`config.mk`:
```
export PLATFORM = sky130hd
export DESIGN_NAME = decrypt_pipe_flat
export DESIGN_NICKNAME = d
export VERILOG_FILES = /design/src/rtl/decrypt_pkg.sv /design/src/rtl/decrypt_pipe_if.sv /design/src/rtl/decrypt_mask_gen.sv /design/src/rtl/decrypt_pipe.sv /design/src/flat_wrapper.sv
export SDC_FILE = /design/constraint.sdc
export NUM_CORES = 1
export LEC_CHECK = 0
export ABC_AREA = 1
export CAP_MARGIN = 10
export CORE_MARGIN = 2
export CORE_UTILIZATION = 25
export CTS_CLUSTER_DIAMETER = 120
export CTS_CLUSTER_SIZE = 12
export DETAILED_ROUTE_END_ITERATION = 8
export PLACE_DENSITY = 0.44
export SYNTH_ARGS = -nofsm -noshare
export SYNTH_HDL_FRONTEND = slang
export SYNTH_SLANG_ARGS = --single-unit
```
`constraint.sdc`:
```
create_clock -name clk -period 7.2 [get_ports clk]
set_input_delay 1.8 -clock clk [delete_from_list [all_inputs] [get_ports clk]]
set_output_delay 1.8 -clock clk [all_outputs]
set_load 0.01 [all_outputs]
```
`src/rtl/decrypt_pkg.sv`:
```
// Shared defaults, segment-count helper and field offsets for the decrypt pipeline.
package decrypt_pkg;

    localparam int          DEF_KEY_W           = 11;
    localparam int          DEF_DATA_W          = 60;
    localparam int          DEF_TAG_W           = 6;
    localparam logic [31:0] DEFAULT_INV_PATTERN = 32'h16;

    function automatic int nseg(input int data_w, input int key_w);
        return (data_w + key_w - 1) / key_w;
    endfunction

    // Input word layout, LSB first: tag, cipher (DATA_W+1 bits), key.
    function automatic int tag_lsb();
        return 0;
    endfunction

    function automatic int cipher_lsb(input int tag_w);
        return tag_w;
    endfunction

    function automatic int key_lsb(input int data_w, input int tag_w);
        return tag_w + data_w + 1;
    endfunction

    function automatic int in_width(input int key_w, input int data_w, input int tag_w);
        return key_w + data_w + 1 + tag_w;
    endfunction

endpackage

```
`src/rtl/decrypt_pipe_if.sv`:
```
// Valid/ready stream bundle for decrypt_pipe; borrow outputs exist only with DEC_BORROW_EN.
interface decrypt_pipe_if
    import decrypt_pkg::*;
#(
    parameter int KEY_W  = DEF_KEY_W,
    parameter int DATA_W = DEF_DATA_W,
    parameter int TAG_W  = DEF_TAG_W
);
    localparam int IN_W = in_width(KEY_W, DATA_W, TAG_W);

    logic              in_valid;
    logic              in_ready;
    logic [IN_W-1:0]   in_data;
    logic              in_dec_en;
    logic              out_valid;
    logic              out_ready;
    logic [DATA_W-1:0] out_data;
    logic [TAG_W-1:0]  out_tag;
`ifdef DEC_BORROW_EN
    logic              out_borrow;
    logic [15:0]       borrow_cnt;
`endif

    modport slave (
        input  in_valid, in_data, in_dec_en, out_ready,
        output in_ready, out_valid, out_data, out_tag
`ifdef DEC_BORROW_EN
        , output out_borrow, borrow_cnt
`endif
    );

    modport master (
        output in_valid, in_data, in_dec_en, out_ready,
        input  in_ready, out_valid, out_data, out_tag
`ifdef DEC_BORROW_EN
        , input out_borrow, borrow_cnt
`endif
    );

endinterface

```
`src/rtl/decrypt_mask_gen.sv`:
```
// Combinational key expansion: key repeated per KEY_W-bit segment, segment i inverted when INV_PATTERN[i].
module decrypt_mask_gen
    import decrypt_pkg::*;
#(
    parameter int          KEY_W       = DEF_KEY_W,
    parameter int          DATA_W      = DEF_DATA_W,
    parameter logic [31:0] INV_PATTERN = DEFAULT_INV_PATTERN
) (
    input  logic [KEY_W-1:0]  key,
    output logic [DATA_W-1:0] mask
);
    localparam int NSEG = nseg(DATA_W, KEY_W);

    // Bits beyond DATA_W in the last segment are simply never generated.
    for (genvar i = 0; i < NSEG; i++) begin : g_seg
        for (genvar k = 0; k < KEY_W; k++) begin : g_bit
            if (i * KEY_W + k < DATA_W) begin : g_live
                assign mask[i*KEY_W+k] = key[k] ^ INV_PATTERN[i];
            end
        end
    end

endmodule

```
`src/rtl/decrypt_pipe.sv`:
```
// Two-stage valid/ready decryptor: S1 holds mask/cipher, S2 holds plaintext.
// Define DEC_BORROW_EN to add the out_borrow flag and saturating borrow_cnt.
module decrypt_pipe
    import decrypt_pkg::*;
#(
    parameter int          KEY_W       = DEF_KEY_W,
    parameter int          DATA_W      = DEF_DATA_W,
    parameter int          TAG_W       = DEF_TAG_W,
    parameter logic [31:0] INV_PATTERN = DEFAULT_INV_PATTERN
) (
    input  logic           clk,
    input  logic           rst,
    decrypt_pipe_if.slave  bus
);
    localparam int KEY_LSB = key_lsb(DATA_W, TAG_W);
    localparam int Y_LSB   = cipher_lsb(TAG_W);
    localparam int TAG_LSB = tag_lsb();
`ifdef DEC_BORROW_EN
    localparam int DIFF_W  = DATA_W + 1;
`else
    localparam int DIFF_W  = DATA_W;
`endif

    logic [KEY_W-1:0]  in_key;
    logic [DATA_W:0]   in_y;
    logic [TAG_W-1:0]  in_tag;
    logic [DATA_W-1:0] in_mask;

    logic              s1_valid;
    logic [DATA_W-1:0] s1_mask;
    logic [DATA_W:0]   s1_y;
    logic [TAG_W-1:0]  s1_tag;
    logic              s1_dec;

    logic              s2_valid;
    logic [DATA_W-1:0] s2_data;
    logic [TAG_W-1:0]  s2_tag;

    logic              s2_load;
    logic              in_ready;

    logic [DATA_W-1:0] y_hi;
    logic [DATA_W-1:0] b_hi;
    logic              borrow0;
    logic [DIFF_W-1:0] diff;

    assign in_key = bus.in_data[KEY_LSB +: KEY_W];
    assign in_y   = bus.in_data[Y_LSB +: DATA_W+1];
    assign in_tag = bus.in_data[TAG_LSB +: TAG_W];

    decrypt_mask_gen #(
        .KEY_W       (KEY_W),
        .DATA_W      (DATA_W),
        .INV_PATTERN (INV_PATTERN)
    ) u_mask_gen (
        .key  (in_key),
        .mask (in_mask)
    );

    assign s2_load  = ~s2_valid | bus.out_ready;
    assign in_ready = ~s1_valid | s2_load;

    always_ff @(posedge clk or posedge rst) begin
        if (rst) begin
            s1_valid <= 1'b0;
            s1_mask  <= '0;
            s1_y     <= '0;
            s1_tag   <= '0;
            s1_dec   <= 1'b0;
        end else if (in_ready) begin
            s1_valid <= bus.in_valid;
            if (bus.in_valid) begin
                s1_mask <= in_mask;
                s1_y    <= in_y;
                s1_tag  <= in_tag;
                s1_dec  <= bus.in_dec_en;
            end
        end
    end

    // The dropped LSB only contributes its borrow into the upper bits,
    // so the subtraction is done on the kept bits plus that borrow.
    assign y_hi    = s1_y[DATA_W:1];
    assign b_hi    = s1_mask >> 1;
    assign borrow0 = ~s1_y[0] & s1_mask[0];
    assign diff    = DIFF_W'(y_hi) - DIFF_W'(b_hi) - DIFF_W'(borrow0);

`ifdef DEC_BORROW_EN
    logic        s2_borrow;
    logic [15:0] borrow_cnt;

    always_ff @(posedge clk or posedge rst) begin
        if (rst) begin
            s2_borrow <= 1'b0;
        end else if (s2_load && s1_valid) begin
            s2_borrow <= s1_dec & diff[DATA_W];
        end
    end

    always_ff @(posedge clk or posedge rst) begin
        if (rst) begin
            borrow_cnt <= '0;
        end else if (s2_valid && bus.out_ready && s2_borrow && (borrow_cnt != 16'hFFFF)) begin
            borrow_cnt <= borrow_cnt + 16'd1;
        end
    end

    assign bus.out_borrow = s2_borrow;
    assign bus.borrow_cnt = borrow_cnt;
`endif

    always_ff @(posedge clk or posedge rst) begin
        if (rst) begin
            s2_valid <= 1'b0;
            s2_data  <= '0;
            s2_tag   <= '0;
        end else if (s2_load) begin
            s2_valid <= s1_valid;
            if (s1_valid) begin
                s2_data <= s1_dec ? diff[DATA_W-1:0] : y_hi;
                s2_tag  <= s1_tag;
            end
        end
    end

    assign bus.in_ready  = in_ready;
    assign bus.out_valid = s2_valid;
    assign bus.out_data  = s2_data;
    assign bus.out_tag   = s2_tag;

endmodule

```
`src/flat_wrapper.sv`:
```
// flat-port wrapper written by rule: the top's interface ports become plain ports
module decrypt_pipe_flat import decrypt_pkg::*;
#(
    parameter int          KEY_W       = DEF_KEY_W,
    parameter int          DATA_W      = DEF_DATA_W,
    parameter int          TAG_W       = DEF_TAG_W,
    parameter logic [31:0] INV_PATTERN = DEFAULT_INV_PATTERN
)
  (clk, rst, bus_in_valid, bus_in_data, bus_in_dec_en, bus_out_ready, bus_in_ready, bus_out_valid, bus_out_data, bus_out_tag);
  decrypt_pipe_if #(.KEY_W(KEY_W), .DATA_W(DATA_W), .TAG_W(TAG_W)) bus_i ();
  input  logic clk;
  input  logic rst;
  input wire logic [$bits(bus_i.in_valid)-1:0] bus_in_valid;
  input wire logic [$bits(bus_i.in_data)-1:0] bus_in_data;
  input wire logic [$bits(bus_i.in_dec_en)-1:0] bus_in_dec_en;
  input wire logic [$bits(bus_i.out_ready)-1:0] bus_out_ready;
  output wire logic [$bits(bus_i.in_ready)-1:0] bus_in_ready;
  output wire logic [$bits(bus_i.out_valid)-1:0] bus_out_valid;
  output wire logic [$bits(bus_i.out_data)-1:0] bus_out_data;
  output wire logic [$bits(bus_i.out_tag)-1:0] bus_out_tag;
  assign bus_i.in_valid = bus_in_valid;
  assign bus_i.in_data = bus_in_data;
  assign bus_i.in_dec_en = bus_in_dec_en;
  assign bus_i.out_ready = bus_out_ready;
  assign bus_in_ready = bus_i.in_ready;
  assign bus_out_valid = bus_i.out_valid;
  assign bus_out_data = bus_i.out_data;
  assign bus_out_tag = bus_i.out_tag;
  decrypt_pipe #(.KEY_W(KEY_W), .DATA_W(DATA_W), .TAG_W(TAG_W), .INV_PATTERN(INV_PATTERN)) u_core (.clk(clk), .rst(rst), .bus(bus_i));
endmodule
```
==> impl_metrics.tcl <==
set metrics [dict create \
    outcome "finished clean" \
    drtPass1Iterations 5 \
    row_count 83 \
    detailedPlacementHpwl_microns 38800 \
    syn_area_sq_um 13000 \
    crit_path_start_kind "input pin" \
    drt_drc_violations_left 0 \
    insertedDiodeCount 0 \
    gp_routability_congestion 0.938 \
    max_slew.worst_pin.slew_ps 832 \
    cts_max_path_buffers 2 \
    standard_cell_core_area_sq_um 51300 \
    floorplan.initialDensity 0.253 \
    power_frac_clock 0.186 \
    critPathKind "input pin to primary output" \
    fin_hold_ws_ps 476 \
    drt_wl_total_microns 47400 \
    syn_to_final_growth_pct 22.5 \
    number_of_fill_cells 5778 \
    grt_antenna_before_repair 1 \
    cts_tree "done" \
    ctsHoldBuffers 0 \
    critical_path.cell_chain "clkdlybuf4s50_1 -> inv_1 -> nand3_1 -> clkdlybuf4s50_1" \
    routed-via-count 12300 \
    wire_length_of_the_first_global_routing_pass_microns 72300 \
    share_seq_of_total_power 0.235 \
    timing.critical_path.required_ps 5400 \
    synth_seq_cells 158 \
    syn-mean-instance-area_sq_um 6.30 \
    tns_ps 0 \
    drt_iter0_markers 724 \
    synth.lib_cells_used.distinct 27 \
    globalRouteOverflowTotal 0 \
    chipHeight_microns 232 \
    ios 151 \
    critical-path-slowest-cell "clkdlybuf4s50_1" \
    p_int_w 0.00292 \
    worst_path_dominant_cell_family "buffers and inverters" \
    maximum_clock_frequency_ghz 0.203 \
    fin_nets 2388 \
    comb_pwr_share 0.579 \
    dieWidth_microns 232 \
    clock_latency_ps 490 \
    post_synthesis_cells 2057 \
    slew_violations 0 \
    post_route_cells_drive_above_1_share 0.0464 \
    grt_setup_unrepaired "false" \
    cts-root-buf "clkbuf_16" \
    clock-skew-final_ps 27.2 \
    class_of_the_worst_hold_path "flip-flop to flip-flop" \
    maximum_number_of_pins_on_one_net_before_global_route_repair 90 \
    relSlewSlack 0.445 \
    setup_viol 0 \
    switching_share 0.478 \
    clock-sinks 158 \
    reg2reg_setup_slack_ps 3590 \
    cellPowerDensity_nw_per_um2 353 \
    final_cells 2880 \
    critical_path.max_stage_delay_ps 580 \
    seq_area_frac_synth 0.305 \
    drt-wirelength-per-cell_microns 16.5 \
    number_of_buffer_and_inverter_stages_on_the_critical_path 3 \
    yosysWarningCount 0 \
    multi_input_area_sq_um 7050 \
    path_max_fanout 3 \
    cell_with_the_most_instances_on_the_worst_path "clkdlybuf4s50_1" \
    buffers_inserted_during_post_cts_setup_optimization 0 \
    switching_power_w 0.00268 \
    htreeDepth 4 \
    ir_worst_vdd_mv 0.185 \
    die_area_sq_um 53700 \
    grt_pass1_vias 12000 \
    placed_cells_incl_taps 2848 \
    worstPathArrival_ps 3130 \
    syn_nets 2258 \
    cp-end-kind "primary output" \
    grt_use_total 0.182 \
    layout.core_utilization 0.310 \
    drt_via_density 4.26 \
    hold_viol 0 \
    post_dp_cell_area_sq_um 15200 \
    regArea_sq_um 3950 \
    drv.max_cap_violation_count 0 \
    placement.io_buffers 150 \
    drt.antenna.violating_nets 0 \
    cts_resized 0 \
    cts-buffers-inserted 17 \
    postLayoutCellArea_sq_um 15900 \
    final.period_utilization 0.685 \
    fin_crit_ps 4930 \
    path_clk_slew_ps 60 \
    power.static_leakage_nw 8.82 \
]
## placed cells by master, fill, tap and decap left out, drive strengths merged
cell type / n
nand2: 763
inv: 479
dfrtp: 158
clkdlybuf4s50: 150
a21oi: 121
nor2: 119
ha: 116
o21ai: 113
nand3: 78
xor2: 21
clkbuf: 20
nor3: 16
o21a: 10
o21bai: 10
nand4: 6
buf: 6
bufinv: 5
clkinv: 4
fa: 2
o221ai: 1
and2: 1
clkinvlp: 1
## path summary, 6_finish.rpt
| path | startpoint | endpoint | cells past startpoint |
|---|---|---|---|
| min in group asynchronous | rst | u_core.s1_y[31] | 2 |
| max in group asynchronous | rst | u_core.s1_mask[50] | 3 |
| max reg2reg | u_core.s1_mask[56] | u_core.bus.out_data[52] | 19 |
| max | bus_out_ready | bus_in_ready | 4 |
| min | u_core.bus.out_data[52] | u_core.bus.out_data[52] | 2 |
| min reg2reg | u_core.bus.out_data[52] | u_core.bus.out_data[52] | 2 |
## power groups by stage
| stage | combinational (W) | clock [W] | sequential (W) |
|---|---|---|---|
| floorplan | 0.00199 | 0 | 0.00134 |
| global placement | 0.00327 | 0 | 0.00134 |
| detailed placement | 0.00327 | 0 | 0.00134 |
| CTS | 0.00329 | 0.00108 | 0.00133 |
| global route | 0.00369 | 0.00111 | 0.00135 |
| finish | 0.00325 | 0.00104 | 0.00132 |
## flip-flops by register name (all words and copies together) (netlist names)
name and count:
u_core.s1_y 61, u_core.s1_valid 1, u_core.bus.out_valid 1, u_core.bus.out_tag 6, u_core.s1_mask 22, u_core.s1_dec 1, u_core.s1_tag 6, u_core.bus.out_data 60
## metrics by stage
stage                     total power [W]  setup slack (ps)
after detailed placement          0.00461              2280
after CTS                         0.00570              2270
after global routing              0.00615              2230
after global placement            0.00461              2250
final                             0.00560              2270
after floorplan                   0.00333              1140
## cells by family (layout without fill, tap and decap cells)
| kind of cell | count (synthesis) | after routing | share of synthesized area |
|---|---|---|---|
| buffers and inverters | 522 | 665 | 0.152 |
| AOI/OAI and AO/OA | 255 | 255 | 0.103 |
| DFF | 158 | 158 | 0.305 |
| and+or+nand+nor | 983 | 983 | 0.312 |
| xor gates and xnor gates | 21 | 21 | 0.0142 |
| adders and majority gates | 118 | 118 | 0.115 |
## synthesized netlist by cell type, drive strengths merged
master / number / area share
nand2: 763 / 0.22
nand3: 78 / 0.033
buf: 9 / 0.0032
o21ai: 113 / 0.044
clkbuf: 36 / 0.010
nand4: 6 / 0.0029
xor2: 21 / 0.014
dfrtp: 158 / 0.30
o221ai: 1 / 0.00068
o21bai: 10 / 0.0058
nor3: 16 / 0.011
and2: 1 / 0.00048
ha: 116 / 0.11
fa: 2 / 0.0031
inv: 477 / 0.14
a21oi: 121 / 0.047
nor2: 119 / 0.040
o21a: 10 / 0.0058
## final cells by class
class / instances / share of cell area
clock buffer: 20 / 0.0288
clock inverter: 12 / 0.0130
inverter: 477 / 0.113
multi-input combinational: 1377 / 0.444
sequential: 158 / 0.249
tap: 680 / 0.0536
timing repair buffer: 156 / 0.0982
## tightest hold or removal path, cell delays in order, from the launching register on
cell     delay [ps]
dfrtp_1         340
nand2_1          50
nand2_1          60
## per-layer routing
| metal | share of wire | vias to the layer above | global-route usage | wire length [microns] |
|---|---|---|---|---|
| li1 | - | 6458 | - | - |
| met1 | 0.49 | 5584 | 0.249 | 23400 |
| met2 | 0.46 | 189 | 0.296 | 21700 |
| met3 | 0.029 | 33 | 0.0274 | 1390 |
| met4 | 0.021 | 0 | 0.0571 | 999 |
| met5 | 0 | - | 0 | 0 |
Note: power is estimated with default switching activity, not from simulation.
